[config.mk]
export PLATFORM = sky130hd
export DESIGN_NAME = kb_ascii_reader
export DESIGN_NICKNAME = d
export VERILOG_FILES = /design/src/rtl/kb_pkg.sv /design/src/rtl/kb_scan2ascii.sv /design/src/rtl/kb_ascii_reader.sv
export SDC_FILE = /design/constraint.sdc
export NUM_CORES = 1
export LEC_CHECK = 0
export ABC_AREA = 1
export BUFFER_PORTS_ARGS = -buffer_cell sky130_fd_sc_hd__buf_2
export CAP_MARGIN = 20
export CELL_PAD_IN_SITES_DETAIL_PLACEMENT = 0
export CELL_PAD_IN_SITES_GLOBAL_PLACEMENT = 1
export CORE_UTILIZATION = 35
export CTS_CLUSTER_SIZE = 20
export DETAILED_ROUTE_END_ITERATION = 10
export GPL_ROUTABILITY_DRIVEN = 0
export PLACE_DENSITY = 0.81
export SLEW_MARGIN = 20
export SYNTH_ARGS = -nofsm -noshare
export SYNTH_HDL_FRONTEND = slang
export SYNTH_SLANG_ARGS = --single-unit
[constraint.sdc]
create_clock -name clk -period 1.9 [get_ports clk]
set_input_delay 0.19 -clock clk [delete_from_list [all_inputs] [get_ports clk]]
set_output_delay 0.19 -clock clk [all_outputs]
set_load 0.005 [all_outputs]
[src/rtl/kb_pkg.sv]
// kb_pkg: shared FSM encoding, scan-code and ASCII constants for the keyboard reader
package kb_pkg;
  localparam logic [1:0] ST_IDLE  = 2'd0;
  localparam logic [1:0] ST_XLATE = 2'd1;
  localparam logic [1:0] ST_HOLD  = 2'd2;
  typedef enum logic [1:0] {IDLE = ST_IDLE, XLATE = ST_XLATE, HOLD = ST_HOLD} state_t;
  localparam logic [7:0] SC_CAPS     = 8'h58;
  localparam logic [7:0] SC_ENTER    = 8'h5A;
  localparam logic [7:0] SC_BKSP     = 8'h66;
  localparam logic [7:0] SC_SPACE    = 8'h29;
  localparam logic [7:0] CR          = 8'h0D;
  localparam logic [7:0] BS          = 8'h08;
  localparam logic [7:0] SP          = 8'h20;
  localparam logic [7:0] CASE_OFFSET = 8'h20;
endpackage

[src/rtl/kb_scan2ascii.sv]
// kb_scan2ascii: combinational PS/2 set-2 scan code to ASCII translation with caps handling
module kb_scan2ascii
  import kb_pkg::*;
(
  input  logic [7:0] code,
  input  logic       caps,
  output logic [7:0] ascii,
  output logic       is_mapped,
  output logic       is_letter
);
  logic [7:0] lower;
  // lower-case lookup; letters are flagged so caps can shift them
  always_comb begin
    lower = 8'h00;
    is_letter = 1'b0;
    is_mapped = 1'b1;
    case (code)
      8'h1C: {is_letter, lower} = {1'b1, 8'h61};
      8'h32: {is_letter, lower} = {1'b1, 8'h62};
      8'h21: {is_letter, lower} = {1'b1, 8'h63};
      8'h23: {is_letter, lower} = {1'b1, 8'h64};
      8'h24: {is_letter, lower} = {1'b1, 8'h65};
      8'h2B: {is_letter, lower} = {1'b1, 8'h66};
      8'h34: {is_letter, lower} = {1'b1, 8'h67};
      8'h33: {is_letter, lower} = {1'b1, 8'h68};
      8'h43: {is_letter, lower} = {1'b1, 8'h69};
      8'h3B: {is_letter, lower} = {1'b1, 8'h6A};
      8'h42: {is_letter, lower} = {1'b1, 8'h6B};
      8'h4B: {is_letter, lower} = {1'b1, 8'h6C};
      8'h3A: {is_letter, lower} = {1'b1, 8'h6D};
      8'h31: {is_letter, lower} = {1'b1, 8'h6E};
      8'h44: {is_letter, lower} = {1'b1, 8'h6F};
      8'h4D: {is_letter, lower} = {1'b1, 8'h70};
      8'h15: {is_letter, lower} = {1'b1, 8'h71};
      8'h2D: {is_letter, lower} = {1'b1, 8'h72};
      8'h1B: {is_letter, lower} = {1'b1, 8'h73};
      8'h2C: {is_letter, lower} = {1'b1, 8'h74};
      8'h3C: {is_letter, lower} = {1'b1, 8'h75};
      8'h2A: {is_letter, lower} = {1'b1, 8'h76};
      8'h1D: {is_letter, lower} = {1'b1, 8'h77};
      8'h22: {is_letter, lower} = {1'b1, 8'h78};
      8'h35: {is_letter, lower} = {1'b1, 8'h79};
      8'h1A: {is_letter, lower} = {1'b1, 8'h7A};
      8'h45: lower = 8'h30;
      8'h16: lower = 8'h31;
      8'h1E: lower = 8'h32;
      8'h26: lower = 8'h33;
      8'h25: lower = 8'h34;
      8'h2E: lower = 8'h35;
      8'h36: lower = 8'h36;
      8'h3D: lower = 8'h37;
      8'h3E: lower = 8'h38;
      8'h46: lower = 8'h39;
      SC_SPACE: lower = SP;
      SC_ENTER: lower = CR;
      SC_BKSP:  lower = BS;
      default: is_mapped = 1'b0;
    endcase
  end
  assign ascii = (caps && is_letter) ? lower - CASE_OFFSET : lower;
endmodule

[src/rtl/kb_ascii_reader.sv]
// kb_ascii_reader: pops scan codes from the keyboard FIFO and presents ASCII on a valid/ready port
module kb_ascii_reader
  import kb_pkg::*;
#(
  parameter logic [7:0] CAPS_CODE     = SC_CAPS,
  parameter bit         EMIT_UNMAPPED = 1'b0,
  parameter logic [7:0] UNMAPPED_CHAR = 8'h00
) (
  input  logic       clk,
  input  logic       reset,
  input  logic       kb_buf_empty,
  input  logic [7:0] key_code,
  output logic       rd_key_code,
  output logic [7:0] ascii_data,
  output logic       ascii_valid,
  input  logic       ascii_ready,
  output logic       caps_lock,
  output logic       unmapped_tick
);
  state_t state, state_n;
  logic [7:0] code_reg;
  logic caps_reg;
  logic [7:0] m_ascii;
  logic m_mapped, unused_letter;
  logic is_caps, emit;
  kb_scan2ascii u_xlate (
    .code(code_reg),
    .caps(caps_reg),
    .ascii(m_ascii),
    .is_mapped(m_mapped),
    .is_letter(unused_letter)
  );
  assign caps_lock = caps_reg;
  assign is_caps = code_reg == CAPS_CODE;
  assign emit = !is_caps && (m_mapped || EMIT_UNMAPPED);
  // next state plus the combinational pop strobe and drop tick
  always_comb begin
    state_n = state;
    rd_key_code = 1'b0;
    unmapped_tick = 1'b0;
    case (state)
      IDLE: begin
        rd_key_code = !kb_buf_empty && !reset;
        state_n = kb_buf_empty ? IDLE : XLATE;
      end
      XLATE: begin
        unmapped_tick = !reset && !is_caps && !m_mapped && !EMIT_UNMAPPED;
        state_n = emit ? HOLD : IDLE;
      end
      HOLD: state_n = ascii_ready ? IDLE : HOLD;
      default: state_n = IDLE;
    endcase
  end
  // state register
  always_ff @(posedge clk) state <= reset ? IDLE : state_n;
  // code capture, caps toggle and output character handshake
  always_ff @(posedge clk) begin
    if (reset) begin
      code_reg <= 8'h00;
      caps_reg <= 1'b0;
      ascii_data <= 8'h00;
      ascii_valid <= 1'b0;
    end else begin
      if (rd_key_code) code_reg <= key_code;
      if (state == XLATE && is_caps) caps_reg <= !caps_reg;
      if (state == XLATE && emit) begin
        ascii_data <= m_mapped ? m_ascii : {1'b0, UNMAPPED_CHAR[6:0]};
        ascii_valid <= 1'b1;
      end else if (state == HOLD && ascii_ready) ascii_valid <= 1'b0;
    end
  end
endmodule

==> metrics.txt <==
# TYPE chip_impl_metric gauge
chip_impl_metric{name="ir_drop",unit="uV"} 376
chip_impl_metric{name="pwr-share-comb",unit="%"} 30.0
chip_impl_metric{name="final_slew_viol_count",unit=""} 0
chip_impl_metric{name="numPortBuffers",unit=""} 23
chip_impl_metric{name="fp-row-count",unit=""} 24
chip_impl_metric{name="routed-via-count",unit=""} 2171
chip_impl_metric{name="grt_first_pass_wirelength",unit="mm"} 8.87
chip_impl_metric{name="dpl.hpwl",unit="mm"} 3.92
chip_impl_metric{name="number_of_global_route_vias_before_repair",unit=""} 2025
chip_impl_metric{name="io-pin-count",unit=""} 24
chip_impl_info{name="worstSetupStartpointType",value="flop"} 1
chip_impl_metric{name="fin_crit",unit="ps"} 2040
chip_impl_metric{name="synth.lib_cells_used.distinct",unit=""} 27
chip_impl_metric{name="route.antenna.remaining_nets",unit=""} 0
chip_impl_info{name="dominant_combinational_cell_family_by_area_after_synthesis",value="simple AND/OR/NAND/NOR gates"} 1
chip_impl_metric{name="clkPwrFrac",unit="%"} 34.0
chip_impl_metric{name="required",unit="ps"} 2110
chip_impl_metric{name="clk_pin_slew_worst_paths",unit="ps"} 90
chip_impl_metric{name="stdcell_count",unit=""} 429
chip_impl_metric{name="fin_setup_tns",unit="ps"} -258
chip_impl_metric{name="maxCapViolations",unit=""} 0
chip_impl_info{name="post_synth_main_area_contributors",value="sky130_fd_sc_hd__dfxtp_1 (25%), sky130_fd_sc_hd__nand2_1 (23%), sky130_fd_sc_hd__nor2_1 (13%), sky130_fd_sc_hd__nand3_1 (6.5%), sky130_fd_sc_hd__inv_1 (4.9%)"} 1
chip_impl_metric{name="syn_inst",unit=""} 283
chip_impl_info{name="post-synth-top-area-cell",value="sky130_fd_sc_hd__dfxtp_1"} 1
chip_impl_metric{name="maxSlewHeadroom",unit="%"} 66.4
chip_impl_metric{name="htreeDepth",unit=""} 1
chip_impl_metric{name="fillers",unit=""} 386
chip_impl_metric{name="yosysWarningCount",unit=""} 0
chip_impl_metric{name="fp.coreArea",unit="mm2"} 0.00438
chip_impl_metric{name="synth_enable_flop_cells",unit=""} 0
chip_impl_info{name="timing.setup.critical_path_class",value="reg2reg"} 1
chip_impl_metric{name="viasPerCell",unit=""} 5.06
chip_impl_info{name="outcome",value="finished, violations left"} 1
chip_impl_metric{name="synth-seq-cells",unit=""} 20
chip_impl_metric{name="finish.net_count",unit=""} 391
chip_impl_metric{name="antenna_cells",unit=""} 0
chip_impl_metric{name="synth_xor_xnor_area_share",unit="%"} 0
chip_impl_metric{name="hold_violations",unit=""} 0
chip_impl_metric{name="drtPass1Iterations",unit=""} 4
chip_impl_metric{name="synth_mux_area_share",unit="%"} 0
chip_impl_metric{name="clock_sinks",unit=""} 20
chip_impl_info{name="hold_path_class",value="in2reg"} 1
chip_impl_metric{name="cell_leakage_power",unit="nW"} 1.40
chip_impl_metric{name="detail_route.wirelength",unit="mm"} 5.67
chip_impl_metric{name="clock.fmax",unit="MHz"} 490
chip_impl_metric{name="power_per_cell_area",unit="mW/mm2"} 473
chip_impl_metric{name="final.setup_skew",unit="ps"} 11.2
chip_impl_info{name="grt_setup_unrepaired",value="yes"} 1
chip_impl_metric{name="cell_area_placed",unit="mm2"} 0.00220
chip_impl_metric{name="worst-slew-pin-transition",unit="ps"} 502
chip_impl_metric{name="post_route_cells_drive_above_1_share",unit="%"} 55.4
chip_impl_info{name="failed_checks",value="setup timing"} 1
chip_impl_metric{name="sequential_share_of_power",unit="%"} 36.0
chip_impl_metric{name="setup_slack_of_the_critical_path_after_layout",unit="ps"} -141
chip_impl_metric{name="insertion_delay",unit="ps"} 270
chip_impl_metric{name="dp_worst_setup_slack",unit="ps"} -244
chip_impl_metric{name="report.final.setup_viol",unit=""} 2
chip_impl_metric{name="grt_max_degree",unit=""} 18
chip_impl_info{name="cts_tree",value="yes"} 1
chip_impl_info{name="cts-root-buf",value="sky130_fd_sc_hd__clkbuf_8"} 1
chip_impl_metric{name="cp.arrival",unit="ps"} 2260
chip_impl_info{name="endpoint_kind",value="flop"} 1
chip_impl_metric{name="clock_path_buffers",unit=""} 2
chip_impl_metric{name="post_synth_instance_area",unit="mm2"} 0.00161
chip_impl_metric{name="finish.instance_area",unit="mm2"} 0.00273
chip_impl_metric{name="placed_cells_incl_taps",unit=""} 412
chip_impl_metric{name="internal_power_of_the_cells",unit="uW"} 892
chip_impl_metric{name="switching_fraction_of_total_power",unit="%"} 30.9
chip_impl_info{name="post_synth_most_frequent_cells",value="sky130_fd_sc_hd__nand2_1 (97), sky130_fd_sc_hd__nor2_1 (57), sky130_fd_sc_hd__inv_1 (21), sky130_fd_sc_hd__nand3_1 (21), sky130_fd_sc_hd__dfxtp_1 (20)"} 1
chip_impl_metric{name="all_layer_gr_usage",unit="%"} 22.3
chip_impl_metric{name="tritoncts.num_buffers",unit=""} 3
chip_impl_metric{name="seq_total_area_yosys",unit="%"} 24.8
chip_impl_metric{name="syn_nets",unit=""} 296
chip_impl_metric{name="area.growth.synth_to_final",unit="%"} 69.3
chip_impl_metric{name="globalRouteOverflowTotal",unit=""} 0
chip_impl_metric{name="post-route-drc-count",unit=""} 0
chip_impl_metric{name="synth_compound_area_share",unit="%"} 9.47
chip_impl_metric{name="design.die.area",unit="mm2"} 0.00488
chip_impl_metric{name="wire_per_inst",unit="um"} 13.2
chip_impl_metric{name="post_synth_and_or_nand_nor_area_fraction",unit="%"} 57.5
chip_impl_metric{name="critPathMaxFanout",unit=""} 8
chip_impl_metric{name="synthAdderAreaFrac",unit="%"} 0.776
chip_impl_metric{name="post-route-period-util",unit="%"} 107
chip_impl_metric{name="syn_avg_cell_area",unit="um2"} 5.69
chip_impl_metric{name="fp.dieW",unit="um"} 69.9
chip_impl_metric{name="initial_antenna_violation_count",unit=""} 0
chip_impl_metric{name="floorplan.initialDensity",unit="%"} 36.8
chip_impl_info{name="synth.most_common_cell",value="sky130_fd_sc_hd__nand2_1"} 1
chip_impl_metric{name="synth_top_area_share",unit="%"} 24.8
chip_impl_metric{name="synth-async-reset-ratio",unit="%"} 0
chip_impl_metric{name="die_y_extent",unit="um"} 69.9
chip_impl_metric{name="drt_iter0_markers",unit=""} 148
chip_impl_info{name="postSynth.topFlopCell",value="sky130_fd_sc_hd__dfxtp_1"} 1
chip_impl_metric{name="netSwitchingPower",unit="uW"} 398
-- worst paths after layout --
check / startpoint / to / slack [ps] / cells after the start
min reg2reg: ascii_valid / ascii_valid / 470 / 2
max: code_reg[6] / ascii_data[6] / -140 / 16
max reg2reg: code_reg[6] / ascii_data[6] / -140 / 16
min: kb_buf_empty / state[0] / 90 / 2
-- metrics by stage --
stage | power (mW) | hold slack (ps) | util, %
final | 1.29 | 94.5 | 62.2
after detailed placement | 0.758 | 387 | 50.2
after CTS | 1.23 | 97.7 | 54.7
after floorplan | 0.629 | 267 | -
after global routing | 1.35 | 103 | 62.2
after global placement | 0.756 | 384 | 50.2
-- worst max-delay path, stage by stage, from the launching register on --
cell and delay [ps]:
sky130_fd_sc_hd__dfxtp_2 360, sky130_fd_sc_hd__inv_2 60, sky130_fd_sc_hd__nand2_4 120, sky130_fd_sc_hd__nor2_4 50, sky130_fd_sc_hd__buf_12 140, sky130_fd_sc_hd__nand2_2 80, sky130_fd_sc_hd__nand2_2 80, sky130_fd_sc_hd__nor2_4 130
sky130_fd_sc_hd__nand2_2 60, sky130_fd_sc_hd__nor2_2 100, sky130_fd_sc_hd__nand4_1 130, sky130_fd_sc_hd__inv_1 80, sky130_fd_sc_hd__ha_1 230, sky130_fd_sc_hd__inv_2 60, sky130_fd_sc_hd__a2bb2oi_2 150, sky130_fd_sc_hd__nand2_2 70
sky130_fd_sc_hd__a21oi_2 100
-- cell usage in the layout (no fill, tap or decap), drive strengths merged --
cell and count:
bufinv 1, nand3b 1, a221oi 1, nor3 2, o21ai 4, nand4 4
a21oi 8, buf 93, a2bb2oi 1, nand2 107, dfxtp 20, ha 1
clkinv 1, nor3b 1, nor4 2, nor2 71, o31ai 8, nand3 21
o21a 1, clkbuf 3, inv 26
-- power by group through the flow --
stage / Clock [mW] / Combinational, mW / Sequential, mW
2_1_floorplan: 0 / 0.161 / 0.468
3_3_place_gp: 0 / 0.289 / 0.466
3_5_place_dp: 0 / 0.291 / 0.467
4_1_cts: 0.443 / 0.322 / 0.461
5_1_grt: 0.463 / 0.421 / 0.468
6_report: 0.439 / 0.387 / 0.465
-- metal layers --
layer,vias to the layer above,track usage (%),routed length (um)
li1,1090,-,-
met1,969,29.2,2420
met2,90,36.2,2730
met3,22,3.32,308
met4,0,10.2,211
met5,-,0,0
-- kinds of logic (layout without fill, tap and decap cells) --
kind of cell / after synthesis / count (layout)
buf+inv: 30 / 124
fa+ha+maj: 1 / 1
simple gates: 209 / 209
flops: 20 / 20
compound gates: 23 / 23
-- layout make-up --
cell class / count / area, um2 / share of cell area (%)
clock buffer: 3 / 41.3 / 1.51
inverter: 27 / 106 / 3.90
sequential: 20 / 423 / 15.5
timing repair buffer: 93 / 672 / 24.6
tap: 52 / 65.1 / 2.38
clock inverter: 1 / 30.0 / 1.10
multi-input combinational: 233 / 1390 / 51.0
-- repair_timing --
| action | CTS | global route |
|---|---|---|
| gates resized for setup | 31 | 85 |
| buffers inserted | 6 | 8 |
| pin swaps | 10 | 24 |
| endpoints found under the hold margin | 0 | 0 |
| hold buffers | 0 | 0 |
| setup endpoints to repair | 4 | 11 |
No activity file was read; power rests on OpenSTA's default activity.
